===== src/rtl/octave_decimator.sv =====
// Octave-to-octave decimator: keeps even columns of even rows and forwards every blanking beat.
// Row parity and end of frame are recovered from the pixel/blanking stream alone.
module octave_decimator #(
    parameter int unsigned IN_WIDTH   = 420,
    parameter int unsigned VBLANK_MIN = 64
) (
    input  logic       clock,
    input  logic       reset,
    input  logic [7:0] din,
    input  logic       validin,
    input  logic       blanking_in,
    output logic [7:0] dout,
    output logic       validout,
    output logic       blanking_out,
    output logic       frame_done,
    output logic       error
);

    localparam int unsigned COL_W = (IN_WIDTH > 2) ? $clog2(IN_WIDTH) : 1;
    localparam int unsigned BR_W  = $clog2(VBLANK_MIN + 1);

    localparam logic [COL_W-1:0] COL_LAST = COL_W'(IN_WIDTH - 1);
    localparam logic [BR_W-1:0]  BR_MAX   = BR_W'(VBLANK_MIN);
    localparam logic [BR_W-1:0]  BR_PRE   = BR_W'(VBLANK_MIN - 1);

    localparam logic [1:0] WAIT_FRAME = 2'd0;
    localparam logic [1:0] EVEN_ROW   = 2'd1;
    localparam logic [1:0] ODD_ROW    = 2'd2;

    logic [1:0]       state_q, state_d;
    logic [COL_W-1:0] col_q, col_d;
    logic [BR_W-1:0]  blank_run_q, blank_run_d;
    logic [7:0]       dout_q, dout_d;
    logic             validout_q, validout_d;
    logic             blanking_out_q, blanking_out_d;
    logic             frame_done_q, frame_done_d;
    logic             error_q, error_d;

    logic [COL_W-1:0] col_eff;
    logic             keep;

    // First pixel after a frame boundary is always row 0 col 0.
    assign col_eff = (state_q == WAIT_FRAME) ? '0 : col_q;
    assign keep    = (state_q != ODD_ROW) && !col_eff[0];

    always_comb begin
        state_d        = state_q;
        col_d          = col_q;
        blank_run_d    = blank_run_q;
        dout_d         = dout_q;
        validout_d     = 1'b0;
        blanking_out_d = 1'b0;
        frame_done_d   = 1'b0;
        error_d        = error_q;

        if (validin) begin
            if (!blanking_in) begin
                blank_run_d = '0;
                if (keep) begin
                    dout_d     = din;
                    validout_d = 1'b1;
                end
                if (col_eff == COL_LAST) begin
                    col_d   = '0;
                    state_d = (state_q == EVEN_ROW) ? ODD_ROW : EVEN_ROW;
                end else begin
                    col_d = col_eff + COL_W'(1);
                    if (state_q == WAIT_FRAME) begin
                        state_d = EVEN_ROW;
                    end
                end
            end else begin
                validout_d     = 1'b1;
                blanking_out_d = 1'b1;
                dout_d         = 8'd0;
                if (col_q != '0) begin
                    error_d = 1'b1;
                    col_d   = '0;
                end
                // Saturating run counter; frame_done fires only on the crossing beat.
                if (blank_run_q != BR_MAX) begin
                    blank_run_d = blank_run_q + BR_W'(1);
                    if (blank_run_q == BR_PRE) begin
                        frame_done_d = 1'b1;
                        state_d      = WAIT_FRAME;
                    end
                end
            end
        end
    end

    always_ff @(posedge clock) begin
        if (!reset) begin
            state_q        <= WAIT_FRAME;
            col_q          <= '0;
            blank_run_q    <= '0;
            dout_q         <= 8'd0;
            validout_q     <= 1'b0;
            blanking_out_q <= 1'b0;
            frame_done_q   <= 1'b0;
            error_q        <= 1'b0;
        end else begin
            state_q        <= state_d;
            col_q          <= col_d;
            blank_run_q    <= blank_run_d;
            dout_q         <= dout_d;
            validout_q     <= validout_d;
            blanking_out_q <= blanking_out_d;
            frame_done_q   <= frame_done_d;
            error_q        <= error_d;
        end
    end

    assign dout         = dout_q;
    assign validout     = validout_q;
    assign blanking_out = blanking_out_q;
    assign frame_done   = frame_done_q;
    assign error        = error_q;

endmodule

===== config.mk =====
export PLATFORM = sky130hd
export DESIGN_NAME = octave_decimator
export DESIGN_NICKNAME = d
export VERILOG_FILES = /design/src/rtl/octave_decimator.sv
export SDC_FILE = /design/constraint.sdc
export NUM_CORES = 1
export LEC_CHECK = 0
export ABC_AREA = 0
export CAP_MARGIN = 20
export CORE_MARGIN = 10
export CORE_UTILIZATION = 25
export DETAILED_ROUTE_END_ITERATION = 10
export MAX_ROUTING_LAYER = met4
export SKIP_LAST_GASP = 1
export SYNTH_ARGS = -nofsm -noshare
export SYNTH_HDL_FRONTEND = slang
export SYNTH_SLANG_ARGS = --single-unit
export TNS_END_PERCENT = 20

===== constraint.sdc =====
create_clock -name clock -period 2.2 [get_ports clock]
set_input_delay 0.66 -clock clock [delete_from_list [all_inputs] [get_ports clock]]
set_output_delay 0.66 -clock clock [all_outputs]
set_load 0.02 [all_outputs]

Word level (Yosys, flattened, before mapping)
Cells that the tools add are included.
{ "word_totals": {"reg_bits": 30, "word_cells": 49, "output_inout_bits": 12, "inputBits": 12} }
{ "classes": {"muxes": 18, "eq_ne": 8, "reduce_logical": 13, "n_addsub": 2} }
{ "ops": {"columns": ["operator", "n"], "rows": [
  ["$mux 9", 4],
  ["$mux 8", 2],
  ["$mux 7", 2],
  ["$mux 2", 6],
  ["$add 9x1->9 const B", 1],
  ["$eq 9x9->1 const B", 1],
  ["$reduce_bool 9->1", 1],
  ["$reduce_and 2->1", 4],
  ["$reduce_and 4->1", 2],
  ["$add 7x1->7 const B", 1],
  ["$eq 7x6->1 const B", 1],
  ["$ne 7x7->1 const B", 1],
  ["$ne 2x1->1 const B", 3],
  ["$mux 1", 4],
  ["$reduce_and 3->1", 1],
  ["$reduce_bool 3->1", 1],
  ["$eq 2x1->1 const B", 1],
  ["$logic_not 2->1", 1],
  ["$ne 2x2->1 const B", 1],
  ["$reduce_bool 2->1", 1],
  ["$logic_and 1x1->1", 1],
  ["$logic_not 1->1", 1]
]} }

Logic depth before layout (Yosys ltp)
Gate-level depths: netlist (run 1).
{ "logic_depth": {"word_depth": 6, "depth_mapped": 9} }

Worst setup path after synthesis (run 1)
OpenSTA, ideal clock, no wires.
{ "synth_timing": {"kind": "register -> register", "from": "register state_q[0]", "to": "register col_q[7]", "t_required_ps": 2083, "arrival_ps": 2081, "path_slack_ps": 2, "period_less_slack_ps": 2198, "path_stages_with_launch": 10, "path_cell_list": "dfxtp_1 clkbuf_1 or2_1 clkbuf_1 and2_1 ha_1 nand4_2 o211ai_4 o21ai_1 a32o_1"} }
{ "synth_between": {"elab_chain_cells": 5, "elab_cells_between_ends": 6, "cone_classes": "1 x add/sub; 1 x eq/ne; 3 x mux; 1 x reduce/logical"} }
{ "synth_rtl": {"columns": ["item", "line", "source"], "rows": [
  ["start: declaration", "30", "logic [1:0] state_q, state_d;"],
  ["start signal: assignment", "103", "state_q <= state_d;"],
  ["$logic_not 2->1 *", "43", "assign col_eff = (state_q == WAIT_FRAME) ? '0 : col_q;"],
  ["$mux 9 *", "43", null],
  ["$add 9x1->9 / $eq 9x9->1 (equally long branches)", "67, 63", null],
  ["$mux 9 *", "63", "if (col_eff == COL_LAST) begin"],
  ["$mux 9 *", "57", "if (!blanking_in) begin"],
  ["end signal: assignment", "104", "col_q <= col_d;"],
  ["end: declaration", "31", "logic [COL_W-1:0] col_q, col_d;"]
]} }
Mark *: on every way between the ends. The rest lies on a longest branch, timed or not.
A chain may end at the register's enable or synchronous reset.

Worst setup path in the final report (run 1)
{ "layout_timing": {"from": "input blanking_in", "to": "register dout_q[1] (netlist: dout[1])"} }
{ "layout_between": {"elab_chain_cells": 2, "elab_cells_between_ends": 3, "cone_classes": "1 x mux; 2 x reduce/logical"} }
{ "layout_rtl": {"columns": ["item", "line", "source"], "rows": [
  ["start: declaration", "11", "input logic blanking_in,"],
  ["$reduce_bool 2->1 (no line)", null, null],
  ["$reduce_and 2->1 (no line)", null, null],
  ["end signal: assignment", "106", "dout_q <= dout_d;"],
  ["end: declaration", "33", "logic [7:0] dout_q, dout_d;"]
]} }
Parallel ways exist; a longest one is shown, timed or not.

==> metrics, run 1 <==
row count 27; H-tree lvl count 2; die footprint between 0.009 and 0.01 mm²; Net Count, Synth around 180; dominant synthesized flop cell dfxtp_1; fin cells between 200 and 300; placed cell area between 0.0015 and 0.002 mm²; drt initial violations between 70 and 80; n_diodes 0; switching part of the total power approximately a quarter; syn_area_per_cell 8.826 µm²; distinct cell type count after synthesis 46; WP data arrival roughly 2.2 ns; slowest stage delay, CP about 0.58 ns; vias after detailed routing around 1300; initial core utilization a little over a quarter; Max-cap violations 0; hold buffers post-CTS 0; measured slew at the worst slew-check pin just over 0.7 ns; area grow syn2layout 32.45%; Max stage delay cell, worst path o21ai_1; # setup viols final 0; Reg clk slew, reported paths ~0.060 ns; Die Y 96.56 µm; endpoint type of the worst setup path register; Nets between 200 and 250; RSZ-0062 raised after global routing no; clock share of power about 40%; Slew Viols, Final 0; sequential fraction of the synthesis area 40.99%; GR Overflow Total 0; GR Util All Layers 8.455%; Max Buffers Root-to-Sink 2; CTS tree yes; most frequent cells in the layout dfxtp_1 (30), clkdlybuf4s50_1 (23), nor2_1 (19), buf_4 (13), inv_1 (11); layout cells sized above 1 between 10% and 20%; Chip Width slightly below 100 µm; Cell Int Power between 0.8 and 0.9 mW; Post-CTS Setup Bufs 0; WL per Instance 13.22 µm; setup TNS 0 ns; global placer's final weighted congestion around 0.86; Detailed Route WL 3621 µm; WS Path Type input pin to register; skew final around 0.0064 ns; DP Worst Slack -0.03835 ns; synthesized cell area 0.001465 mm²; crit-path cells clkdlybuf4s50_1 > buf_4 > o21ai_1 > a22oi_1 > nor2_1; FF+latch count, synth 30; Post-synth EDFFs 0; Bufs and invs on worst path 2; cell count after placement around 270; Core Area ~0.0056 mm²; final setup margin between 0.2 and 0.3 ns; Ports 24; DR vias/cell 4.909; Static Leak roughly 0.76 nW; commonest non-fill, non-tap cell in the layout dfxtp_1; area leader, netlist dfxtp_1; Synth warnings 0; number of port buffers 23; antenna-violating nets left 0; first-pass GRT wire length 6058 µm; Combinational Power Share a little under an eighth; Final Cell Area roughly 0.0019 mm²; max_slew headroom around 52%; critical path startpoint category input pin; Sink Count 30; sequential power share between 40% and 50%; fmax 0.5163 GHz; Sw Pwr ~0.29 mW; maximum VDD drop between 0.0003 and 0.0004 V; Synth top area share between 40% and 50%; critical-path maximum fanout 9; worst path required time between 2 and 2.5 ns; hold violation count in the final report 0; Hold Crit Class register to register; DR DRC count 0; delay-heaviest family, CP compound AO/OA/AOI/OAI gates; later-pin clock latency in the skew report a little under 0.3 ns; Mapped Cells about 170; pwr dens approximately 600 mW/mm²; vias in the first global route about 1300; Final period util about nine tenths; TritonRoute pass-1 iters 4; leading post-synthesis cells by cell area dfxtp_1 (41%), nor2_1 (4.9%), a22oi_1 (4.6%); Post-CTS Resized 0; clock buffer count from CTS 5; initial antenna violation count 0; fillers a little over 600; pin count of the biggest net entering global routing 17; fin crit period approximately 1.9 ns; outcome finished clean; DP HPWL 2678 µm; Total Power about 1.2 mW; asr flop ratio synth 0%; CTS root buffer clkbuf_8
-- flip-flops by register name, summed over array words and instances, names as in the netlist --
register	flops
validout	1
error	1
col_q	9
blank_run_q	7
state_q	2
frame_done	1
dout	8
blanking_out	1
-- routing by layer --
layer	share of wire, %	vias to the layer above	track usage [%]
met5	0	-	-
met4	1.4	0	3.148
met3	5.1	7	3.084
met2	44	30	12.14
met1	49	629	10.58
li1	-	679	-
-- synth_stat cells, types with 2 or more instances --
| library cell | number |
|---|---|
| and3_1 | 5 |
| o211a_1 | 3 |
| xor2_1 | 3 |
| and2_1 | 4 |
| o21ai_0 | 4 |
| nor3_1 | 6 |
| a22oi_1 | 9 |
| nand4_1 | 5 |
| o21ai_1 | 6 |
| nor2b_1 | 2 |
| a21oi_1 | 3 |
| mux2i_1 | 2 |
| o211ai_1 | 3 |
| nand3_1 | 5 |
| nor4_1 | 2 |
| a32o_1 | 2 |
| nand2b_1 | 2 |
| dfxtp_1 | 30 |
| or3_1 | 2 |
| nor2_1 | 19 |
| a31o_1 | 2 |
| nand2_1 | 5 |
| ha_1 | 3 |
| clkbuf_1 | 7 |
| inv_1 | 11 |
-- worst register-to-register path, cell delays in order, from the launching register on --
cell	delay, ns
dfxtp_1	0.32
or2_1	0.13
and2_1	0.16
ha_1	0.23
nand4_2	0.22
buf_4	0.22
o21ai_1	0.12
a31oi_1	0.09
a311oi_1	0.31
-- area by class of cell --
class	instances	area [µm²]	share of cell area [%]
Clock buffer	6	82.58	4.255
Clock inverter	2	12.51	0.6447
Inverter	11	41.29	2.128
Multi-Input combinational cell	117	785.8	40.49
Sequential cell	30	600.6	30.95
Tap cell	72	90.09	4.642
Timing Repair Buffer	36	327.8	16.89
-- per-stage QoR --
step,util [%],hold slack (ns)
after floorplan,-,0.4664
after detailed placement,32.91,0.4782
after CTS,34.61,0.4921
final,34.61,0.4854
after global routing,34.61,0.5428
after global placement,32.91,0.4732
-- kinds of logic (layout without fill, tap and decap cells) --
group                    count (synthesis)  count (layout)  share of synthesized area, %
flip-flops                              30              30                         40.99
AO/OA/AOI/OAI                           45              45                         24.42
multiplexers                             2               2                         1.366
adder cells (fa/ha/maj)                  3               3                         2.562
AND/OR/NAND/NOR                         64              64                         23.48
buffers and inverters                   19              55                         5.380
XOR/XNOR                                 3               3                         1.794
-- power by group through the flow --
stage	clock [mW]	combinational (mW)	sequential, mW
finish	0.463	0.135	0.562
global placement	0	0.135	0.574
CTS	0.478	0.136	0.562
floorplan	0	0.0580	0.582
global route	0.504	0.149	0.563
detailed placement	0	0.136	0.574
-- final timing paths --
kind | from | end | slack [ns] | cells past startpoint
worst max-delay path | blanking_in | dout[1] | 0.26 | 5
worst min register to register | error | error | 0.49 | 1
worst min-delay path | error | error | 0.49 | 1
worst max register to register | state_q[1] | state_q[0] | 0.28 | 8
Note: power is estimated with default switching activity, not from simulation.
==> inputs of run 2 (changes only) <==
--- a/config.mk
+++ b/config.mk
@@ -7,10 +7,13 @@
 export LEC_CHECK = 0
 export ABC_AREA = 0
 export CAP_MARGIN = 20
+export CELL_PAD_IN_SITES_DETAIL_PLACEMENT = 1
+export CELL_PAD_IN_SITES_GLOBAL_PLACEMENT = 1
 export CORE_MARGIN = 10
 export CORE_UTILIZATION = 25
 export DETAILED_ROUTE_END_ITERATION = 10
 export MAX_ROUTING_LAYER = met4
+export PLACE_DENSITY_LB_ADDON = 0.1
 export SKIP_LAST_GASP = 1
 export SYNTH_ARGS = -nofsm -noshare
 export SYNTH_HDL_FRONTEND = slang
==> run 2 against run 1 <==
  * Critical path depth stayed put
  * Global-route usage rose by 2.2 points
  * Count of clock-buffer cells in the layout is 1 lower
  * Routed wire length is 28% higher
  * First-iteration DRC count shrank 30%
  * Maximum frequency fell by 1.4%
  * Register-to-register slack got worse by 0.03 ns
  * Die area unchanged
  * Via count rose by 4.7%
==> metrics, run 2 (synthesized netlist as in run 1, its figures left out) <==
DR DRC count 0 (unchanged); delay-heaviest family, CP simple AND/OR/NAND/NOR gates; WL per Instance 16.68 µm (+26%); launch point of the worst reg-to-reg path state_q[1]; Sink Count 30 (unchanged); Ports 24 (unchanged); DP HPWL 3552 µm (+33%); Slew Viols, Final 0 (unchanged); Largest register FFs 9 (unchanged); later-pin clock latency in the skew report 0.28 ns (about the same); critical-path maximum fanout 5 (-4); global placer's final weighted congestion 0.7780 (-9.9%); Final period util 89.25% (+1.2 points); endpoint type of the worst setup path register; # setup viols final 0 (unchanged); fmax 0.5093 GHz (-1.4%); WS Path Type input pin to register; WHS Path Cells 1 (unchanged); Top reg by flops col_q; Hold Startpoint error; H-tree lvl count 2 (unchanged); WHS Endpoint error; GR Util All Layers 10.62% (+2.2 points); commonest non-fill, non-tap cell in the layout dfxtp_1; clock buffer count from CTS 5 (unchanged); Max-cap violations 0 (unchanged); CTS tree yes; slowest stage delay, CP 0.48 ns (-0.10 ns); layout cells sized above 1 13.66% (+1.3 points); Die Y 96.56 µm (unchanged); fin crit period 1.964 ns (+0.02655 ns); Bufs and invs on worst path 1 (-1); Worst R2R Setup Slack 0.25 ns (-0.03 ns); initial antenna violation count 0 (unchanged); measured slew at the worst slew-check pin 0.6594 ns (-0.05569 ns); die footprint 0.009323 mm² (unchanged); Final Cell Area 0.001977 mm² (+1.9%); most frequent cells in the layout dfxtp_1 (30), clkdlybuf4s50_1 (23), nor2_1 (19), buf_4 (16), inv_1 (11); reg2reg end col_q[8]; Chip Width 96.56 µm (unchanged); vias in the first global route 1527 (+19%); Static Leak 0.7840 nW (+3.3%); WHS 0.4915 ns (+0.006056 ns); WP data arrival 2.18 ns (+0.02 ns); vias after detailed routing 1408 (+4.7%); crit-path cells clkdlybuf4s50_1 > and2b_1 > o31ai_4 > or4_1 > o211ai_1; maximum VDD drop 0.0002768 V (-21%); DR vias/cell 5.083 (+3.6%); Post-CTS Resized 0 (unchanged); Detailed Route WL 4619 µm (+28%); antenna-violating nets left 0 (unchanged); worst-case reg-to-reg path depth 7 (-1); initial core utilization 26.13% (unchanged); Post-CTS Setup Bufs 0 (unchanged); Max stage delay cell, worst path or4_1; fillers 679 (+12%); row count 27 (unchanged); worst path required time 2.41 ns (-0.02 ns); hold violation count in the final report 0 (unchanged); skew final 0.004323 ns (-0.002090 ns); outcome finished clean; number of port buffers 23 (unchanged); drt initial violations 52 (-30%); placed cell area 0.001868 mm² (+1.2%); n_diodes 0 (unchanged); critical path startpoint category input pin; GR Overflow Total 0 (unchanged); first-pass GRT wire length 7527 µm (+24%); area grow syn2layout 34.93%; Nets 219 (+1.4%); Core Area 0.005608 mm² (unchanged); pin count of the biggest net entering global routing 14 (-3); pwr dens 642.0 mW/mm² (+7.4%); TritonRoute pass-1 iters 4 (unchanged); Reg clk slew, reported paths 0.07 ns (about the same); max_slew headroom 55.75% (+3.7 points); Max Buffers Root-to-Sink 2 (unchanged); Hold Crit Class register to register; Total Power 1.269 mW (+9.4%); hold buffers post-CTS 0 (unchanged); RSZ-0062 raised after global routing no; CTS root buffer clkbuf_8
[run 2: through the flow]
step / util, % / cells / worst slack (ns) / setup TNS [ns]
2_1_floorplan: - / 166 / 0.001679 / 0
6_report: 35.25 / 277 / 0.2364 / 0
3_3_place_gp: 33.31 / 269 / -0.01794 / -0.01794
5_1_grt: 35.25 / 277 / 0.07000 / 0
3_5_place_dp: 33.31 / 269 / -0.05694 / -0.3354
4_1_cts: 35.25 / 277 / 0.2116 / 0
[run 2: layer usage]
layer / GRT usage [%] / part of all wire (%)
met3: 2.776 / 2.9
met2: 18.15 / 51
met1: 11.52 / 45
met5: - / 0
met4: 4.116 / 1.7
[run 2: layout make-up]
| type | instances | area [µm²] | share of cell area, % |
|---|---|---|---|
| inverters | 11 | 41.29 | 2.089 |
| clock buffers | 5 | 68.82 | 3.481 |
| repair buffers | 39 | 350.3 | 17.72 |
| flip-flops and latches | 30 | 600.6 | 30.38 |
| clock inverters | 3 | 40.04 | 2.025 |
| well taps | 72 | 90.09 | 4.557 |
| multi-input cells | 117 | 785.8 | 39.75 |
[run 2: how the worst max path moves through the flow]
stage,depth (start not counted),endpoint,start
2_1_floorplan,9,col_q[7],state_q[0]
3_3_place_gp,5,col_q[8],blanking_in
3_5_place_dp,5,col_q[8],blanking_in
4_1_cts,7,col_q[6],state_q[0]
5_1_grt,5,dout[5],blanking_in
6_report,5,col_q[8],blanking_in
[run 2: report_power, final]
part | switching (mW) | internal [mW]
Combinational | 0.0756 | 0.0686
Clock | 0.230 | 0.333
Sequential | 0.00707 | 0.555
[run 2: worst reg2reg max path, cell delays in order, from the launching register on]
cell and delay, ns:
dfxtp_1 0.31, or2_1 0.27, and2_1 0.19, ha_1 0.26, nand4_2 0.20, o31ai_4 0.07, or4_1 0.48, o211ai_1 0.10
==> inputs of run 3 (changes only) <==
--- a/config.mk
+++ b/config.mk
@@ -12,7 +12,7 @@
 export CORE_MARGIN = 10
 export CORE_UTILIZATION = 25
 export DETAILED_ROUTE_END_ITERATION = 10
-export MAX_ROUTING_LAYER = met4
+export DONT_BUFFER_PORTS = 1
 export PLACE_DENSITY_LB_ADDON = 0.1
 export SKIP_LAST_GASP = 1
 export SYNTH_ARGS = -nofsm -noshare
==> run 3 against run 2 <==
  * First-iteration DRC count is 65% lower
  * Sequential power is 2% higher
  * Global-route usage is 1.1 points lower
  * Combinational power is 50% lower
  * Sequential share of layout area is 6.1 points higher
  * Register-to-register slack worse by 0.05 ns
  * Critical path depth is 2 higher
  * Largest power group is now sequential cells
  * Hold slack better by 0.0035 ns
  * Maximum frequency is 2.0% lower
  * Design area is 17% lower
==> metrics, run 3 (synthesized netlist as in run 1, its figures left out) <==
outcome finished clean; drt initial violations 18 (-65%); Max Buffers Root-to-Sink 2 (unchanged); maximum VDD drop 0.0002285 V (-17%); antenna-violating nets left 0 (unchanged); placed cell area 0.001555 mm² (-17%); WS Path Type register to register; measured slew at the worst slew-check pin 0.6775 ns (+0.01815 ns); Top reg by flops col_q; clock buffer count from CTS 5 (unchanged); WHS Path Cells 1 (unchanged); delay-heaviest family, CP simple AND/OR/NAND/NOR gates; critical path startpoint category register; WP data arrival 2.20 ns (+0.02 ns); worst path required time 2.40 ns (about the same); Ports 24 (unchanged); fmax 0.4988 GHz (-2.0%); Die Y 96.56 µm (unchanged); Reg clk slew, reported paths 0.07 ns (about the same); worst-case reg-to-reg path depth 7 (unchanged); clock share of power 41.4% (-3.0 points); Max-cap violations 0 (unchanged); total stage count of the critical path 7 (+2); TritonRoute pass-1 iters 4 (unchanged); later-pin clock latency in the skew report 0.28 ns (about the same); Max stage delay cell, worst path or4_1; area grow syn2layout 12.38%; Sink Count 30 (unchanged); initial core utilization 26.13% (unchanged); Static Leak 0.6375 nW (-19%); hold violation count in the final report 0 (unchanged); pin count of the biggest net entering global routing 16 (+2); GR Util All Layers 9.553% (-1.1 points); setup TNS 0 ns (unchanged); Final Core Density 29.36% (-5.9 points); cell count after placement 235 (-13%); Chip Width 96.56 µm (unchanged); max_slew headroom 54.53% (-1.2 points); skew final 0.003580 ns (-0.0007427 ns); vias after detailed routing 1271 (-9.7%); pwr dens 669.4 mW/mm² (+4.3%); fin cells 243 (-12%); Sw Pwr 0.2678 mW (-14%); number of port buffers 0 (-100%); DR DRC count 0 (unchanged); commonest non-fill, non-tap cell in the layout dfxtp_1; Post-CTS Resized 0 (unchanged); endpoint type of the worst setup path register; DP HPWL 3231 µm (-9.0%); vias in the first global route 1370 (-10%); Hold Crit Class input pin to register; fin crit period 2.005 ns (+0.04105 ns); RSZ-0062 raised after global routing no; Final period util 91.12% (+1.9 points); CTS root buffer clkbuf_8; Combinational Power Share 6.6% (-4.8 points); sequential power share 52.0% (+7.7 points); fillers 680 (+0.15%); Core Area 0.005608 mm² (unchanged); Nets 185 (-16%); Final Cell Area 0.001647 mm² (-17%); slowest stage delay, CP 0.49 ns (about the same); n_diodes 0 (unchanged); critical-path maximum fanout 6 (+1); CTS tree yes; first-pass GRT wire length 6941 µm (-7.8%); switching part of the total power 24.30% (-0.34 points); WL per Instance 17.10 µm (+2.5%); crit-path cells or2_1 > and2_1 > ha_1 > nand4_2 > o31ai_4 > or4_1 > o211ai_1; layout cells sized above 1 9.357% (-4.3 points); DR vias/cell 5.230 (+2.9%); Detailed Route WL 4155 µm (-10%); die footprint 0.009323 mm² (unchanged); initial antenna violation count 0 (unchanged); Bufs and invs on worst path 0 (-1); row count 27 (unchanged); # setup viols final 0 (unchanged); Post-CTS Setup Bufs 0 (unchanged); Slew Viols, Final 0 (unchanged); Largest register FFs 9 (unchanged); Cell Int Power 0.8345 mW (-13%); most frequent cells in the layout dfxtp_1 (30), nor2_1 (19), inv_1 (11), a22oi_1 (9); H-tree lvl count 2 (unchanged); global placer's final weighted congestion 0.8220 (+5.7%); GR Overflow Total 0 (unchanged); hold buffers post-CTS 0 (unchanged)
-- run 3: cell count changes in the layout (fill, tap and decap cells not counted), sizes merged --
cell	previous run	this run
buf	16	5
bufinv	1	0
clkbuf	5	7
clkdlybuf4s50	23	0
clkinv	2	1
-- run 3: per-layer routing --
layer / GRT usage, % / part of all wire (%)
met5: 0 / 0
met4: 3.269 / 1.3
met2: 16.65 / 52
met1: 10.88 / 42
met3: 2.776 / 3.8
-- run 3: area by class of cell --
type	count	area, µm²	area share [%]
multi-input combinational	117	785.8	47.72
sequential	30	600.6	36.47
tap	72	90.09	5.471
clock buffer	7	86.33	5.243
inverter	11	41.29	2.508
timing repair buffer	5	37.54	2.280
clock inverter	1	5.005	0.3040
-- run 3: worst paths after layout --
kind / end / slack [ns] / from
worst max-delay path: col_q[8] / 0.20 / state_q[1]
worst min-delay path: state_q[0] / 0.49 / validin
worst max register to register: col_q[8] / 0.20 / state_q[1]
worst min register to register: blank_run_q[6] / 0.52 / blank_run_q[6]
-- run 3: per-stage QoR --
stage,hold WS (ns),setup slack (ns),power (mW)
detailed placement,0.5146,0.1981,0.6597
CTS,0.4831,0.1759,1.123
floorplan,0.4664,0.001679,0.6404
global route,0.4838,0.06162,1.160
global placement,0.4918,0.2804,0.6577
finish,0.4950,0.1954,1.102
-- run 3: power by group through the flow --
stage | combinational [mW] | sequential, mW | clock, mW
2_1_floorplan | 0.0580 | 0.582 | 0
3_3_place_gp | 0.0719 | 0.586 | 0
3_5_place_dp | 0.0735 | 0.586 | 0
4_1_cts | 0.0737 | 0.574 | 0.476
5_1_grt | 0.0826 | 0.575 | 0.502
6_report | 0.0724 | 0.573 | 0.457
